## config.mk

```make
export PLATFORM = sky130hd
export DESIGN_NAME = fetch_prefetch_buffer
export DESIGN_NICKNAME = d
export VERILOG_FILES = /design/src/rtl/fetch_prefetch_buffer.sv
export SDC_FILE = /design/constraint.sdc
export NUM_CORES = 1
export LEC_CHECK = 0
export ABC_AREA = 1
export CORE_MARGIN = 5
export CORE_UTILIZATION = 40
export DETAILED_ROUTE_END_ITERATION = 16
export PLACE_DENSITY = 0.74
export SYNTH_ARGS = -nofsm -noshare
export SYNTH_HDL_FRONTEND = slang
export SYNTH_SLANG_ARGS = --single-unit
```

## constraint.sdc

```tcl
create_clock -name clk -period 4.1 [get_ports clk]
set_input_delay 0.41 -clock clk [delete_from_list [all_inputs] [get_ports clk]]
set_output_delay 0.41 -clock clk [all_outputs]
set_load 0.05 [all_outputs]
```

## src/rtl/fetch_prefetch_buffer.sv

```systemverilog
// Instruction prefetch buffer: keeps word requests in flight on the instruction bus,
// buffers returned words and realigns mixed 16/32-bit instructions for decode.
module fetch_prefetch_buffer #(
  parameter logic [31:0] PC_RESET        = 32'h0,
  parameter int unsigned DEPTH           = 3,
  parameter int unsigned MAX_OUTSTANDING = 2
) (
  input  logic        clk,
  input  logic        rst,
  output logic        instr_req_o,
  input  logic        instr_gnt_i,
  output logic [31:0] instr_addr_o,
  input  logic [31:0] instr_rdata_i,
  input  logic        instr_rvalid_i,
  input  logic        instr_err_i,
  input  logic        redirect_i,
  input  logic [31:0] redirect_pc_i,
  output logic        out_valid_o,
  input  logic        out_ready_i,
  output logic [31:0] out_instr_o,
  output logic [31:0] out_pc_o,
  output logic        out_compressed_o,
  output logic        out_err_o,
  output logic        busy_o
);

  localparam int unsigned CNT_W = $clog2(DEPTH + 1);
  typedef logic [CNT_W-1:0] cnt_t;
  localparam cnt_t DEPTH_C = cnt_t'(DEPTH);
  localparam cnt_t MAX_C   = cnt_t'(MAX_OUTSTANDING);

  logic [31:0]      fifo_data_q [DEPTH];
  logic [31:0]      fifo_data_d [DEPTH];
  logic [DEPTH-1:0] fifo_err_q, fifo_err_d;
  cnt_t             fifo_count_q, fifo_count_d;
  cnt_t             outstanding_q, outstanding_d;
  cnt_t             discard_q, discard_d;
  logic [31:0]      fetch_addr_q, fetch_addr_d;
  logic [31:0]      out_pc_q, out_pc_d;
  logic             run_q;

  logic [CNT_W:0] in_flight;
  logic           rvalid_eff, push, pop, accept;
  logic [15:0]    half;
  logic           dec_valid, dec_comp, dec_err, dec_pop;
  logic [31:0]    dec_instr;
  cnt_t           wr_idx;

  // run_q keeps the bus request low while reset is held.
  assign in_flight    = {1'b0, fifo_count_q} + {1'b0, outstanding_q};
  assign instr_req_o  = run_q && (outstanding_q < MAX_C) &&
                        (in_flight < {1'b0, DEPTH_C}) && !redirect_i;
  assign instr_addr_o = fetch_addr_q;

  // Responses with nothing outstanding (e.g. after reset) are stale and ignored.
  assign rvalid_eff = instr_rvalid_i && (outstanding_q != '0);
  assign push       = rvalid_eff && (discard_q == '0);
  assign accept     = dec_valid && out_ready_i && !redirect_i;
  assign pop        = accept && dec_pop;

  // NOTE: every signal gets a default at the top of always_comb so no latch is inferred.
  always_comb begin
    half      = out_pc_q[1] ? fifo_data_q[0][31:16] : fifo_data_q[0][15:0];
    dec_valid = 1'b0;
    dec_comp  = 1'b0;
    dec_err   = 1'b0;
    dec_pop   = 1'b0;
    dec_instr = fifo_data_q[0];
    if (fifo_err_q[0]) begin
      dec_valid = (fifo_count_q != '0);
      dec_err   = 1'b1;
      dec_pop   = 1'b1;
    end else if (half[1:0] != 2'b11) begin
      dec_valid = (fifo_count_q != '0);
      dec_comp  = 1'b1;
      dec_instr = {16'h0, half};
      dec_pop   = out_pc_q[1];
    end else if (!out_pc_q[1]) begin
      dec_valid = (fifo_count_q != '0);
      dec_pop   = 1'b1;
    end else begin
      // Unaligned 32-bit instruction straddles the head and the next entry.
      dec_valid = (fifo_count_q >= cnt_t'(2));
      dec_instr = {fifo_data_q[1][15:0], half};
      dec_err   = fifo_err_q[1];
      dec_pop   = 1'b1;
    end
  end

  always_comb begin
    fifo_data_d   = fifo_data_q;
    fifo_err_d    = fifo_err_q;
    fifo_count_d  = fifo_count_q;
    outstanding_d = outstanding_q - cnt_t'(rvalid_eff);
    discard_d     = discard_q;
    fetch_addr_d  = fetch_addr_q;
    out_pc_d      = out_pc_q;
    wr_idx        = fifo_count_q - cnt_t'(pop);
    if (redirect_i) begin
      fifo_count_d = '0;
      discard_d    = outstanding_q - cnt_t'(rvalid_eff);
      fetch_addr_d = redirect_pc_i & ~32'h3;
      out_pc_d     = redirect_pc_i;
    end else begin
      if (pop) begin
        for (int unsigned i = 0; i < DEPTH - 1; i++) begin
          fifo_data_d[i] = fifo_data_q[i+1];
          fifo_err_d[i]  = fifo_err_q[i+1];
        end
      end
      for (int unsigned i = 0; i < DEPTH; i++) begin
        if (push && wr_idx == cnt_t'(i)) begin
          fifo_data_d[i] = instr_rdata_i;
          fifo_err_d[i]  = instr_err_i;
        end
      end
      fifo_count_d  = wr_idx + cnt_t'(push);
      outstanding_d = outstanding_q + cnt_t'(instr_req_o && instr_gnt_i) - cnt_t'(rvalid_eff);
      discard_d     = discard_q - cnt_t'(rvalid_eff && (discard_q != '0));
      if (instr_req_o && instr_gnt_i) fetch_addr_d = fetch_addr_q + 32'd4;
      if (accept) out_pc_d = out_pc_q + (dec_comp ? 32'd2 : 32'd4);
    end
  end

  // NOTE: sequential state uses non-blocking assignments so all flops update together.
  always_ff @(posedge clk or posedge rst) begin
    if (rst) begin
      fifo_count_q  <= '0;
      outstanding_q <= '0;
      discard_q     <= '0;
      fetch_addr_q  <= PC_RESET & ~32'h3;
      out_pc_q      <= PC_RESET;
      run_q         <= 1'b0;
    end else begin
      fifo_count_q  <= fifo_count_d;
      outstanding_q <= outstanding_d;
      discard_q     <= discard_d;
      fetch_addr_q  <= fetch_addr_d;
      out_pc_q      <= out_pc_d;
      run_q         <= 1'b1;
    end
  end

  // NOTE: FIFO storage is not reset; fifo_count_q qualifies every entry before use.
  always_ff @(posedge clk) begin
    fifo_data_q <= fifo_data_d;
    fifo_err_q  <= fifo_err_d;
  end

  assign out_valid_o      = dec_valid;
  assign out_instr_o      = dec_valid ? dec_instr : 32'h0;
  assign out_compressed_o = dec_valid && dec_comp;
  assign out_err_o        = dec_valid && dec_err;
  assign out_pc_o         = out_pc_q;
  assign busy_o           = (outstanding_q != '0) || (fifo_count_q != '0);

  a_no_overflow: assert property (@(posedge clk) disable iff (rst)
    !(push && !pop && !redirect_i && fifo_count_q == DEPTH_C));

endmodule

```

== Word-level counts from Yosys, hierarchy flattened ==
Index checks and enable logic that the tools add are counted.

* $add $sub $neg: 9
* Eq/ne operators: 3
* Reduce and logical (&&, ||, !) cells: 29
* $lt $le $gt $ge: 3
* Bitwise operators: 1
* Multiplexer cells: 29

{| class="wikitable"
|+ Operators by type and width
! operator !! count
|-
| 2-to-1 mux 32 bit || 10
|-
| 2-to-1 mux 64 bit || 1
|-
| adder 32 x 3 -> 32 bit || 1
|-
| adder 32 x 3 -> 32 bit (second input constant) || 1
|-
| 2-to-1 mux 16 bit || 1
|-
| logical AND 1 bit || 15
|-
| nonzero test 2 bit || 7
|-
| 2-to-1 mux 1 bit || 12
|-
| 2-to-1 mux 2 bit || 4
|-
| subtractor 2 x 1 -> 2 bit || 4
|-
| AND reduction 2 bit || 3
|-
| adder 2 x 1 -> 2 bit || 2
|-
| logical NOT 2 bit || 2
|-
| adder 2 x 2 -> 3 bit || 1
|-
| less-than comparator 3 x 2 -> 1 bit (second input constant) || 1
|-
| 2-to-1 mux 3 bit || 1
|-
| equality test 2 x 1 -> 1 bit (second input constant) || 1
|-
| equality test 2 bit (second input constant) || 1
|-
| greater-or-equal comparator 2 bit (second input constant) || 1
|-
| less-than comparator 2 bit (second input constant) || 1
|-
| inequality test 2 bit (second input constant) || 1
|-
| logical NOT 1 bit || 1
|-
| logical OR 1 bit || 1
|-
| inverter 1 bit || 1
|}

* Word-level logic and storage cells: 86
* Input port bits: 71
* Bits in registers: 170
* Output and inout bits: 101

== Logic depth before layout (Yosys ltp) ==
* Depth in word-level cells: 12
* Gate-level depth with buffers: 16
* Depth with buffers taken out: 15

== Worst setup path before layout ==
OpenSTA, ideal clock, no wires.

* Path kind: flip-flop to flip-flop
* From: register out_pc_q[1] (netlist: out_pc_o[1])
* To: register fifo_data_q[0] in the netlist's numbering (enable)
* Stages on the path, launching flop included: 12
* Path buffers: 3
* Path slack: -0.478 ns
* Data required time: 3.636 ns
* Data arrival time: 4.113 ns
* Cells stage by stage: dfrtp_1 -> buf_4 -> inv_2 -> nand3_2 -> nand2_1 -> nand2_2 -> nand4_4 -> o21ai_1 -> nand2_1 -> buf_4 -> buf_4 -> nor3_1

* Longest elaborated chain between the ends: 11
* Elaborated cells between the ends (all ways): 14
* Classes of those cells: add/sub (1); eq/ne (2); mux (6); reduce/logical (5)

{| class="wikitable"
|+ RTL lines
! item !! RTL line !! text
|-
| from (decl) || 39 || <nowiki>logic [31:0] out_pc_q, out_pc_d;</nowiki>
|-
| from (signal assigned) || 139 || <nowiki>out_pc_q <= out_pc_d;</nowiki>
|-
| 2-to-1 mux 16 bit || 63 || <nowiki>half = out_pc_q[1] ? fifo_data_q[0][31:16] : fifo_data_q[0][15:0];</nowiki>
|-
| inequality test 2 bit || 73 || <nowiki>end else if (half[1:0] != 2'b11) begin</nowiki>
|-
| 2-to-1 mux 1 bit || 73 ||
|-
| 2-to-1 mux 1 bit || 69 || <nowiki>if (fifo_err_q[0]) begin</nowiki>
|-
| logical AND 1 bit (2 in a row) || 58 || <nowiki>assign accept = dec_valid && out_ready_i && !redirect_i;</nowiki>
|-
| logical AND 1 bit * || 59 || <nowiki>assign pop = accept && dec_pop;</nowiki>
|-
| subtractor 2 x 1 -> 2 bit * || 98 || <nowiki>wr_idx = fifo_count_q - cnt_t'(pop);</nowiki>
|-
| equality test 2 bit * || 112 || <nowiki>if (push && wr_idx == cnt_t'(i)) begin</nowiki>
|-
| logical AND 1 bit * || 112 ||
|-
| AND reduction 2 bit (no source line) * || n/a ||
|-
| to (signal assigned) || 146 || <nowiki>fifo_data_q <= fifo_data_d;</nowiki>
|-
| to (decl) || 32 || <nowiki>logic [31:0] fifo_data_q [DEPTH];</nowiki>
|}

Mark *: on every way between the ends. The rest lies on a longest branch, timed or not.
A chain may end at the register's enable or synchronous reset.

== Worst setup path after layout ==
* From: register out_pc_q[1] (netlist: out_pc_o[1])
* To: output out_err_o

* Longest elaborated chain between the ends: 5
* Elaborated cells between the ends (all ways): 9
* Classes of those cells: eq/ne (1); mux (7); reduce/logical (1)

{| class="wikitable"
|+ RTL lines
! item !! RTL line !! text
|-
| 2-to-1 mux 16 bit || 63 ||
|-
| inequality test 2 bit || 73 ||
|-
| 2-to-1 mux 1 bit || 73 ||
|-
| 2-to-1 mux 1 bit || 69 ||
|-
| logical AND 1 bit * || 153 || <nowiki>assign out_err_o = dec_valid && dec_err;</nowiki>
|-
| to (decl) || 23 || <nowiki>output logic out_err_o,</nowiki>
|}

Marked as above.

==> results.md <==
- At the worst endpoint, the arrival time is 3.16 ns.
- The maximum clock frequency is between 200 and 300 MHz.
- The placed instance count is 1508.
- The later-pin clock latency in the skew report is roughly 0.44 ns.
- Counting the buffers created by CTS gives 17.
- The max-capacitance violation count is 0.
- The total I/O pin count is 172.
- After technology mapping, the gate count stands at 1088.
- The floorplan row count is 55.
- 0 antenna diodes ended up in the layout.
- The smallest clock period supported by the final layout is computed as roughly 3.6 ns.
- The final clock period utilization by the worst path is 87.0%.
- Counting along the longest clock path gives a buffer depth of 2.
- The count of endpoints failing hold in the final timing report is 0.
- The main combinational cell family by area after synthesis is simple AND/OR/NAND/NOR gates.
- The fraction of synthesized cell area in xor and xnor cells is 3.55%.
- In the final layout, the share of cells above drive strength 1 is 8.37%.
- The portion of the post-synthesis area used by sequential elements is 51.4%.
- The number of antenna violations at the first check in global routing is 0.
- The portion of synthesized area spent on multiplexers is 0%.
- The residual DRC count is 0.
- The transition at the pin with the smallest max-transition slack is slightly above 0.8 ns.
- The die span in y is 161 um.
- The TritonCTS clock tree is built.
- After clock tree synthesis, the setup repair step added 0 buffers.
- On the critical path, the stage with the largest delay is an instance of sky130_fd_sc_hd__dfrtp_1.
- Clock tree synthesis found a total of 168 sinks.
- For this run, the number of standard cells in the final layout without fillers is roughly 1.5k.
- Across all hold checks on the routed design, the worst slack comes to roughly 0.47 ns.
- The total routing resource utilization after global routing is 20.4%.
- The die is 161 um wide.
- The final core area utilization is a little over 50%.
- Summed over all failing endpoints, the final setup total negative slack is 0 ns.
- The synthesized netlist devotes 9.19% of its cell area to compound gates.
- The wire length of the first global-routing pass is 41900 um.
- Across the VDD grid, the largest voltage drop is between 0.2 and 0.3 mV.
- The area growth from synthesis to layout is 26.5%.
- Input and output buffers added on the ports amount to 169.
- Leaving out fill and tap cells, the most frequent cell in the layout is sky130_fd_sc_hd__nand2_1.
- Clock-pin slew was measured on the worst setup and hold paths at 0.07 ns.
- The number of different library cells in the post-synthesis netlist is 38.
- The basic-gate share of the synthesized area counting and, or, nand and nor cells is 26.5%.
- The count of hold-fix buffers inserted at cts is 0.
- The synthesized design contains approximately 170 register bits.
- The placeable core region is 22600 um^2.
- The kind of end point of the critical path is an output pin.
- In the routed layout, each cell is associated on average with a via count of roughly 5.4.
- The biggest cell delay along the critical path is 0.73 ns.
- For this block, the initial DRC count from the detailed router was ~800.
- The areal power density over the cells is 538 nW/um^2.
- The cell area after synthesis is about 9100 um^2.
- The path class of the tightest hold or removal check is in2async.
- For this block, the routed nets add up to around 27000 um of wire.
- The per-instance average area after synthesis is approximately 8.4 um^2.
- The cell sitting at the root of the clock tree is a sky130_fd_sc_hd__clkbuf_16.
- Dividing the detail-routed wire length by the instance count gives 17.4 um.
- The run finished with clean final reports.
- By startpoint and endpoint, the worst setup path is classified as reg2out.
- Setup repair after global routing left no endpoint under its margin.
- The initial utilization of the core area, before any placement, comes to 40.5%.
- The net count of the finished layout is approximately 1.3k.
- The die outline area is between 20000 and 30000 um^2.
- The number of global-route vias before repair is 7823.
- The largest net degree at the start of global routing is 67.
- The sum of net half-perimeters after detailed placement is approximately 20000 um.
- The first detailed-routing pass ran for 7 iterations.
- The arithmetic-cell share of the synthesized area counting full adders, half adders and majority gates is around 1.5%.
- The detailed router placed 8284 vias in this run.
- The post-cts sizing count is 0.
- The leakage power of the design is 4.95 nW.
- The worst max-slew margin expressed relative to the limit is 45.4%.
- The number of setup violations in the final report is 0.
- STA classifies the critical path startpoint as a register.
- The final clock skew is 0.0145 ns.
- The congestion estimate from routability-driven global placement came to between 0.9 and 1.
- The top cell types in the final layout, fill and taps aside, are 306 x sky130_fd_sc_hd__nand2_1, 134 x sky130_fd_sc_hd__clkdlybuf4s50_1, 112 x sky130_fd_sc_hd__inv_1, 99 x sky130_fd_sc_hd__edfxtp_1, 70 x sky130_fd_sc_hd__nand3_1.
- The cell with the most instances on the worst path is sky130_fd_sc_hd__nand2_1.
- The total number of yosys warnings is 0.
- The number of max-slew violations in the final report is 0.
- Walking the worst path, the cells encountered are nand3_1 -> nand2_1 -> nand2_2 -> nand2_1 -> inv_1 -> nand2_1 -> nor2_1 -> buf_4.
- Setup slack on the worst reg-to-reg path comes out at between 0.7 and 0.8 ns.
- In this run the worst path has a maximum fanout of 19.
- The remaining antenna violation count after routing is 0.
- The residual overflow from global routing is 0.
- STA puts the critical path data required time at 3.69 ns.
- The number of H-tree levels is 4.
[logic make-up after synthesis]
family,Yosys count
other cells,2
buf+inv,170
compound gates,149
simple gates,552
fa+ha+maj,10
flops,168
xor+xnor,37
[where the power goes]
part           switching (mW)  internal, mW
combinational            1.63         0.694
clock                   0.757         0.812
sequential              0.264          2.06
total                    2.65          3.57
[area by class of cell]
type	count	area [um^2]
Tap cell	285	357
Multi-Input combinational cell	751	3770
Sequential cell	168	4700
Inverter	119	447
Timing Repair Buffer	185	1720
Fill cell	2093	11000
Clock inverter	15	149
Clock buffer	17	425
[metal layers]
layer	vias to the layer above	part of all wire, %	track usage, %
li1	3973	-	-
met1	3839	40	27.3
met2	403	47	32.3
met3	69	9.4	4.67
met4	0	3.5	7.95
met5	-	0	0
[worst max-delay path, delay by kind of cell (launching register included)]
kind                   cells  cell delay, ns
and+or+nand+nor            6            1.59
DFF                        1            0.73
buffers and inverters      2            0.39
[metrics by stage]
stage | cell area [um^2] | setup slack [ns] | total power, mW
after floorplan | 9150 | 0.294 | 3.90
after global placement | 11000 | 0.813 | 4.63
after detailed placement | 11000 | 0.734 | 4.67
after CTS | 11600 | 0.546 | 6.24
after global routing | 11600 | 0.256 | 6.53
final | 11600 | 0.532 | 6.22
[path summary, 6_finish.rpt]
path                        startpoint               end  cells past startpoint
setup / recovery           out_pc_o[1]         out_err_o                      8
hold / removal                     rst  outstanding_q[1]                      2
setup reg to reg           out_pc_o[1]   fifo_data_q[56]                      9
hold reg to reg            out_pc_o[0]       out_pc_o[0]                      2
min in group clk           out_pc_o[0]       out_pc_o[0]                      2
max in group asynchronous          rst      out_pc_o[21]                      3
[synth_stat cells (all sizes together)]
cell | count | area [um^2]
o221ai | 3 | 26.3
inv | 117 | 439
ha | 8 | 100
and2 | 1 | 6.26
and3 | 1 | 6.26
a21oi | 48 | 240
xor2 | 34 | 298
clkinv | 2 | 7.51
nand2 | 308 | 1160
buf | 26 | 169
clkbuf | 25 | 93.8
o21ai | 64 | 320
nand4 | 46 | 303
nor2 | 66 | 255
a31oi | 3 | 18.8
or2 | 2 | 12.5
nand3b | 3 | 22.5
o21bai | 4 | 30.0
o31ai | 2 | 15.0
nor4 | 2 | 12.5
a22oi | 2 | 15.0
fa | 2 | 40.0
edfxtp | 99 | 2970
nor3 | 47 | 235
nand3 | 76 | 405
a31o | 1 | 8.76
xnor2 | 3 | 26.3
dfrtp | 69 | 1730
o211ai | 22 | 165
conb | 2 | 7.51
[sequential cells by signal (all words and copies together) (netlist names)]
name	flops
fifo_err_q	3
run_q	1
out_pc_o	32
fifo_data_q	96
fifo_count_q	2
instr_addr_o	30
outstanding_q	2
discard_q	2
No activity file was read; power rests on OpenSTA's default activity.
